[src/rtl/fetch_unit.sv]
// fetch_unit: MIPS instruction-fetch stage owning the PC and the instruction register.
//
// Ports:
//   i_clk           rising-edge clock
//   i_rst_n         asynchronous active-low reset
//   o_imem_req      fetch request, high in FETCH until i_imem_rvalid
//   o_imem_addr     fetch address (= pc)
//   i_imem_rvalid   read data valid, sampled only in FETCH
//   i_imem_rdata    instruction word
//   o_instr_valid   held instruction valid for the execute stage
//   o_instr         held instruction register
//   o_op / o_funct  IR[31:26] / IR[5:0]
//   o_pc            address of the held instruction
//   i_instr_ack     execute stage completed the held instruction
//   i_pcsrc/i_jump  branch-taken / jump decisions, sampled with i_instr_ack
//   o_instr_count   number of acknowledged instructions
//   o_fetch_err     sticky fetch-timeout error
module fetch_unit #(
  parameter logic [31:0] RESET_PC       = 32'h0000_0000,
  parameter int unsigned TIMEOUT_CYCLES = 255
) (
  input  logic        i_clk,
  input  logic        i_rst_n,
  output logic        o_imem_req,
  output logic [31:0] o_imem_addr,
  input  logic        i_imem_rvalid,
  input  logic [31:0] i_imem_rdata,
  output logic        o_instr_valid,
  output logic [31:0] o_instr,
  output logic [5:0]  o_op,
  output logic [5:0]  o_funct,
  output logic [31:0] o_pc,
  input  logic        i_instr_ack,
  input  logic        i_pcsrc,
  input  logic        i_jump,
  output logic [31:0] o_instr_count,
  output logic        o_fetch_err
);
  typedef enum logic [1:0] {FETCH, ISSUE, ERROR} state_t;
  localparam logic [31:0] TLIM = 32'(TIMEOUT_CYCLES - 1);
  state_t r_state;
  logic [31:0] r_pc, r_ir, r_wait, r_count;
  logic r_valid, r_err;
  logic [31:0] w_pcplus4, w_boff, w_next_pc;
  logic w_timeout;
  assign w_pcplus4 = r_pc + 32'd4;
  assign w_boff = {{14{r_ir[15]}}, r_ir[15:0], 2'b00};
  assign w_next_pc = i_jump ? {w_pcplus4[31:28], r_ir[25:0], 2'b00}
                   : i_pcsrc ? w_pcplus4 + w_boff : w_pcplus4;
  // The wait cycle that would bring the counter to TIMEOUT_CYCLES ends the fetch.
  assign w_timeout = (TIMEOUT_CYCLES != 0) && (r_wait == TLIM);
  // Request is gated by reset so it is low while reset is asserted.
  assign o_imem_req = i_rst_n & (r_state == FETCH);
  assign o_imem_addr = r_pc;
  assign o_instr_valid = r_valid;
  assign o_instr = r_ir;
  assign o_op = r_ir[31:26];
  assign o_funct = r_ir[5:0];
  assign o_pc = r_pc;
  assign o_instr_count = r_count;
  assign o_fetch_err = r_err;
  always_ff @(posedge i_clk or negedge i_rst_n) begin
    if (!i_rst_n) begin
      r_state <= FETCH;
      r_pc <= RESET_PC;
      r_ir <= '0;
      r_wait <= '0;
      r_count <= '0;
      r_valid <= 1'b0;
      r_err <= 1'b0;
    end else begin
      case (r_state)
        FETCH: begin
          if (i_imem_rvalid) begin
            r_ir <= i_imem_rdata;
            r_valid <= 1'b1;
            r_state <= ISSUE;
          end else if (w_timeout) begin
            r_err <= 1'b1;
            r_state <= ERROR;
          end else begin
            r_wait <= r_wait + 32'd1;
          end
        end
        ISSUE: begin
          if (i_instr_ack) begin
            r_pc <= w_next_pc;
            r_count <= r_count + 32'd1;
            r_wait <= '0;
            r_valid <= 1'b0;
            r_state <= FETCH;
          end
        end
        default: ;
      endcase
    end
  end
endmodule

[config.mk]
export PLATFORM = sky130hd
export DESIGN_NAME = fetch_unit
export DESIGN_NICKNAME = d
export VERILOG_FILES = /design/src/rtl/fetch_unit.sv
export SDC_FILE = /design/constraint.sdc
export NUM_CORES = 1
export LEC_CHECK = 0
export ABC_AREA = 1
export BUFFER_PORTS_ARGS = -buffer_cell sky130_fd_sc_hd__buf_2
export CAP_MARGIN = 20
export CORE_AREA = 2 2 141 143
export DETAILED_ROUTE_END_ITERATION = 10
export DIE_AREA = 0 0 143 145
export PLACE_DENSITY = 0.84
export SLEW_MARGIN = 10
export SYNTH_ARGS = -nofsm -noshare
export SYNTH_HDL_FRONTEND = slang
export SYNTH_SLANG_ARGS = --single-unit
[constraint.sdc]
create_clock -name i_clk -period 5.6 [get_ports i_clk]
set_input_delay 0.28 -clock i_clk [delete_from_list [all_inputs] [get_ports i_clk]]
set_output_delay 0.28 -clock i_clk [all_outputs]
set_load 0.01 [all_outputs]
==> flow_summary_export.csv, run 1 <==
group,metric,value,unit
critical_path,cp_cell_sequence,"nand2_1, nor3_1, nand2_1, nor2_2, xor2_1, ha_1, nand2_1, nor2_1, nand2_1, nor3_1, nand2_1, nand3_1, nand2_1, nand3_1, nand2_1, a21oi_1",
die,io_pins,181,
layout,syn_to_final_growth,13.8,%
placement,place_inst,1908,
timing,slew_headroom,27.7,%
logic_synthesis,yosys_warnings,0,
logic_synthesis,yosysTopAreaCell,"dfrtp_1",
logic_synthesis,syn_area_per_cell,6.73,um2
logic_synthesis,synthDistinctLibCells,45,
run,maxCapViolCount,0,
logic_synthesis,synth_edf_count,0,
placement,pre_cts_slack,1820,ps
die,placementRows,51,
routing,ant_nets,0,
placement,place_congestion,1.01,
logic_synthesis,ys_seq_elements,130,
clock_network,clkSlewWorstSetupHoldPaths,70,ps
critical_path,cp.required,5950,ps
min_path,min-delay-start,"i_imem_rdata[30]",
layout,final_cells,1940,
timing,worstMarginPinSlew,1080,ps
critical_path,worst_setup_path_end_kind,"register",
timing,min_period,3880,ps
timing,period_share,69.3,%
critical_path,slowest_delay,650,ps
routing,vias,10700,
die,die_x,143,um
critical_path,cp-start-kind,"register",
clock_network,cts_made_buffers,17,
critical_path,crit_top_cell,"nand2_1",
logic_synthesis,synth-adder-area-share,5.03,%
critical_path,crit_slowest_cell,"nor3_1",
global_route,grt_pass1_vias,9908,
logic_synthesis,synth-compound-area-share,7.25,%
logic_synthesis,synth-main-ff-cell,"dfrtp_1",
logic_synthesis,synthArstFlopShare,100,%
critical_path,rr_startpoint,"o_imem_addr[11]$_DFFE_PN0P_",
global_route,overflow,0,
critical_path,worst-r2r-setup-slack,1720,ps
logic_synthesis,synthSimpleGateAreaFrac,34.2,%
clock_network,cts_tree,"built",
pwr,power,2.21,mW
placement,place_hpwl,25100,um
run_status,status,"complete, no violations",
timing,rsz0062_at_grt,"false",
clock_network,clock_sinks,130,
die,start_util,53.9,%
critical_path,crit_family,"simple AND/OR/NAND/NOR gates",
placement,dpl_cell_area,11100,um2
min_path,hold_class,"in2reg",
layout,layout_commonest_cell,"nand2_1",
global_route,gr-usage-all-layers,32.7,%
clock_network,cts.path.max_buffers,2,
routing,vias_per_cell,5.50,
global_route,antenna_found_initial,0,
critical_path,cp.arrival,4230,ps
pwr,p_leak,6.41,nW
timing,fin_skew,11.1,ps
layout,nets,1742,
logic_synthesis,synthCells,1538,
layout,num_antenna_cells,0,
global_route,grt_max_degree,80,
timing,drv_slew,0,
pwr,power.density,188,nW/um2
logic_synthesis,yosysSeqAreaShare,31.4,%
die,coreArea,19200,um2
critical_path,crit_fanout,6,
clock_network,cts_resized,0,
logic_synthesis,synth_top_family_by_area,"simple AND/OR/NAND/NOR gates",
timing,tns,0,ps
layout,stdcell_area,11800,um2
timing,hold_viol_final,0,
timing,finalSetupViolCount,0,
placement,port_buffers,176,
logic_synthesis,synth_xor_area_share,7.28,%
clock_network,cts_root_buffer,"clkbuf_16",
critical_path,cp-startpoint,"o_imem_addr[11]$_DFFE_PN0P_",
routing,wirelength,33400,um
routing,dr.first_iter.drc_count,997,
timing,fin_ws,1720,ps
logic_synthesis,synth.area.top_cells,"dfrtp_1 31%, nand2_1 17%, inv_1 7.3%, nor2_1 6.0%, xor2_1 5.1%",
clock_network,insertion_delay,430,ps
pwr,irDropWorstVdd,0.205,mV
critical_path,path_buf_inv,0,
routing,drcViolationCount,0,
clock_network,htreeDepth,4,
layout,mostFrequentLayoutCells,"467 x nand2_1, 202 x inv_1, 175 x buf_2",
die,die_area,20700,um2
critical_path,worst-setup-path-type,"reg2reg",
logic_synthesis,synth_mux_area_share,2.92,%
layout,final_layout_size_suffix_gt1_share,15.8,%
die,die_y,145,um
logic_synthesis,syn_area,10400,um2
logic_synthesis,yosysTopAreaCellShare,31.4,%
layout,fillers,1734,
routing,wl_per_cell,17.2,um
timing,fmax,258,MHz
routing,drt-pass1-iter-count,6,
global_route,grt_first_pass_wirelength,52900,um
## stage by stage
stage,util (%),hold WS [ps]
after CTS,61.3,77.4
after detailed placement,58.0,389
final,61.3,80.8
after global routing,61.3,76.5
after floorplan,-,-15.6
after global placement,58.0,386
## path summary, 6_finish.rpt
path | to | cells past startpoint
hold / removal | o_instr[30]$_DFFE_PN0P_ | 2
max in group asynchronous | o_imem_addr[5]$_DFFE_PN0P_ | 3
setup reg to reg | o_imem_addr[27]$_DFFE_PN0P_ | 16
min in group asynchronous | r_wait[21]$_DFFE_PN0P_ | 2
setup / recovery | o_imem_addr[27]$_DFFE_PN0P_ | 16
hold reg to reg | o_instr_count[31]$_DFFE_PN0P_ | 1
## cells in the mapped netlist, types with 4 or more instances
cell	number
xor2_1	60
clkbuf_1	29
mux2_2	26
ha_1	40
o21bai_1	5
o22ai_1	4
dfrtp_1	130
nor3_1	40
inv_1	202
o21ai_0	38
nand3_1	98
a21boi_0	10
nor4_1	5
nor2_2	4
nand2_1	468
or2_2	7
nand4_1	30
nor2_1	165
xnor2_1	26
a21oi_1	65
buf_4	46
## flip-flops by register name (all words and copies together) (netlist names)
| signal | count |
|---|---|
| o_fetch_err | 1 |
| o_imem_addr | 30 |
| o_instr | 32 |
| o_instr_count | 32 |
| o_instr_valid | 1 |
| r_state | 2 |
| r_wait | 32 |
## worst register-to-register path, delay by kind of cell (launching register included)
kind / cells / cell delay, ps
DFF: 1 / 550
AOI/OAI and AO/OA: 1 / 110
adders and majority gates: 1 / 320
xor gates and xnor gates: 1 / 340
and+or+nand+nor: 13 / 2490
## logic make-up after synthesis
| group | after synthesis |
|---|---|
| AND/OR/NAND/NOR | 836 |
| buffers and inverters | 282 |
| AO/OA/AOI/OAI | 135 |
| flip-flops | 130 |
| XOR/XNOR | 86 |
| adder cells (fa/ha/maj) | 41 |
| multiplexers | 27 |
| other | 1 |
## final cells by class
class	count	area (um2)	area share, %
multi-input combinational	1129	5880	49.9
sequential	130	3250	27.6
timing repair buffer	181	927	7.87
inverter	204	766	6.50
clock buffer	19	453	3.84
tap	265	332	2.81
clock inverter	12	169	1.43
## metal layers
metal / up-vias / track usage [%] / part of all wire (%)
li1: 5074 / - / -
met1: 4949 / 46.8 / 44
met2: 569 / 49.1 / 44
met3: 81 / 6.37 / 9.7
met4: 0 / 11.5 / 2.9
met5: - / 0 / 0
## where the power goes
group          internal, mW  switching (mW)  total, mW
Combinational        0.0175          0.0483     0.0658
Sequential            0.939               0      0.939
Clock                 0.734           0.475       1.21
Total                  1.69           0.523       2.21
## what timing repair did
action	CTS	global route
setup buffers	0	0
hold endpoints to repair	77	0
hold buffers	1	0
No activity file was read; power rests on OpenSTA's default activity.
==> run 2, diff against run 1 <==
Settings changed: ABC_AREA 1 to 0, CORE_AREA 2 2 141 143 to 2 2 128 130, DIE_AREA 0 0 143 145 to 0 0 130 132, PLACE_DENSITY 0.84 to 0.86.
Clock period 5.6 ns to 3.8 ns, I/O delays scaled along.
==> flow_summary_export.csv, run 2 <==
group,metric,value,unit
logic_synthesis,synthCells,921,
timing,rsz0062_at_grt,"true",
placement,dpl_cell_area,9390,um2
logic_synthesis,syn_area_per_cell,9.22,um2
logic_synthesis,yosysTopAreaCellShare,38.3,%
timing,fmax,266,MHz
die,die_y,132,um
timing,hold_viol_final,0,
timing,tns,0,ps
timing,timing.hold.ws,21.9,ps
timing,drv_slew,0,
pwr,power.density,544,nW/um2
timing,slew_headroom,41.4,%
routing,drt-pass1-iter-count,8,
timing,worstMarginPinSlew,878,ps
layout,nets,1196,
logic_synthesis,synthArstFlopShare,100,%
clock_network,clock_sinks,130,
logic_synthesis,yosysSeqAreaShare,38.3,%
critical_path,crit_fanout,6,
layout,postLayoutCoreUtil,67.9,%
pwr,power,5.80,mW
die,placementRows,46,
die,io_pins,181,
routing,met1Wirelength,9430,um
clock_network,cts.path.max_buffers,2,
logic_synthesis,synth.area.top_cells,"dfrtp_1 38%, xnor2_1 6.9%, ha_1 5.9%, mux2_2 4.2%, buf_4 4.2%",
routing,ant_nets,0,
clock_network,htreeDepth,4,
routing,vias_per_cell,5.88,
routing,wl_met2,11900,um
placement,pre_cts_slack,-92.6,ps
clock_network,cts_made_buffers,17,
routing,drcViolationCount,0,
clock_network,cts_tree,"built",
pwr,p_leak,5.15,nW
logic_synthesis,syn_area,8500,um2
placement,place_congestion,0.907,
logic_synthesis,yosys_warnings,0,
routing,wl_per_cell,17.9,um
critical_path,crit_slowest_cell,"o41ai_4",
timing,finalSetupViolCount,0,
logic_synthesis,yosysMostFrequentCell,"dfrtp_1",
global_route,overflow,0,
timing,fin_skew,10.5,ps
global_route,antenna_found_initial,0,
critical_path,worst-setup-path-type,"reg2reg",
placement,port_buffers,176,
global_route,grt_max_degree,57,
clock_network,insertion_delay,430,ps
layout,num_antenna_cells,0,
die,coreArea,15700,um2
logic_synthesis,synth-main-ff-cell,"dfrtp_1",
pwr,irDropWorstVdd,0.432,mV
timing,min_period,3760,ps
layout,layout_commonest_cell,"buf_2",
critical_path,worst_setup_path_end_kind,"register",
logic_synthesis,yosysTopAreaCell,"dfrtp_1",
logic_synthesis,ys_seq_elements,130,
logic_synthesis,synthDistinctLibCells,71,
timing,fin_ws,43.6,ps
die,die_x,130,um
layout,final_cells,1346,
global_route,gr-usage-all-layers,27.1,%
critical_path,cp_cell_sequence,"nand3_2, nor2_4, and4_4, and2_4, nor3b_4, xor2_2, ha_4, a21oi_2, o211ai_1, o211ai_1, nand3_1, o21ai_2, o21ai_2, o41ai_4, mux2i_1, mux2i_1, o31ai_1",
clock_network,cts_root_buffer,"clkbuf_16",
routing,wirelength,24200,um
layout,mostFrequentLayoutCells,"175 x buf_2, 127 x dfrtp_1, 91 x nand2_1",
layout,syn_to_final_growth,25.6,%
clock_network,clkSlewWorstSetupHoldPaths,60,ps
die,die_area,17200,um2
placement,place_inst,1268,
routing,highest_layer,"met4",
critical_path,cp-start-kind,"register",
logic_synthesis,synth_edf_count,0,
placement,place_hpwl,15400,um
critical_path,cp.required,4110,ps
die,start_util,54.1,%
logic_synthesis,yosys-top-cells-count,"130 x dfrtp_1, 91 x nand2_1, 87 x nor2_1",
global_route,grt_first_pass_wirelength,37200,um
layout,final_layout_size_suffix_gt1_share,30.2,%
routing,dr.first_iter.drc_count,826,
global_route,grt_pass1_vias,7440,
timing,period_share,98.9,%
critical_path,cp.arrival,4060,ps
run_status,status,"complete, no violations",
run,maxCapViolCount,0,
critical_path,slowest_delay,390,ps
layout,stdcell_area,10700,um2
routing,vias,7908,
routing,wl_met3,1680,um
min_path,hold_class,"in2reg",
[run 2: layer usage]
layer | vias to the layer above | global-route usage [%]
li1 | 3607 | -
met5 | - | 0
met4 | 0 | 13.7
met2 | 416 | 44.3
met3 | 109 | 5.19
met1 | 3776 | 34.0
[run 2: worst paths after layout]
path	to	depth (start not counted)	start	slack (ps)
worst max-delay path	o_imem_addr[31]$_DFFE_PN0P_	17	o_imem_addr[4]$_DFFE_PN0P_	40
worst min-delay path	o_instr[14]$_DFFE_PN0P_	2	i_imem_rdata[14]	20
worst max register to register	o_imem_addr[31]$_DFFE_PN0P_	17	o_imem_addr[4]$_DFFE_PN0P_	40
worst min register to register	o_fetch_err$_DFFE_PN0P_	1	o_fetch_err$_DFFE_PN0P_	470
max in group asynchronous	o_instr_count[1]$_DFFE_PN0P_	3	i_rst_n	2500
min in group asynchronous	o_instr[8]$_DFFE_PN0P_	2	i_rst_n	280
[run 2: where the power goes]
part / switching [mW] / total (mW) / internal, mW
registers: 0.260 / 1.82 / 1.56
logic: 1.24 / 2.22 / 0.980
clock network: 0.638 / 1.76 / 1.13
total: 2.14 / 5.80 / 3.66
[run 2: cell type report]
cell class	instances	area, um2
fillers	1106	5040
clock inverters	10	146
flip-flops and latches	130	3260
clock buffers	22	494
multi-input cells	706	4940
inverters	14	52.6
well taps	216	270
repair buffers	248	1510
[run 2: logic make-up after synthesis]
group	after synthesis	share of synthesized area (%)
multiplexers	38	4.95
adder cells (fa/ha/maj)	41	6.13
buffers and inverters	89	6.30
other	1	0.0441
AND/OR/NAND/NOR	339	19.7
flip-flops	130	38.3
AO/OA/AOI/OAI	176	13.4
XOR/XNOR	107	11.1
[run 2: repair_timing]
item / in CTS / in global routing
endpoints found under the hold margin: 76 / 0
gates cloned: 0 / 1
resized for setup: 3 / 38
hold buffers: 32 / 0
setup buffers: 0 / 13
pin swaps: 0 / 14
endpoints found under the setup margin: 1 / 5
[run 2: critical path: cells and delay by family (launching register included)]
kind,cells,cell delay (ps)
XOR/XNOR,1,270
flip-flops,1,360
adder cells (fa/ha/maj),1,270
AND/OR/NAND/NOR,6,1050
multiplexers,2,450
AO/OA/AOI/OAI,7,1240
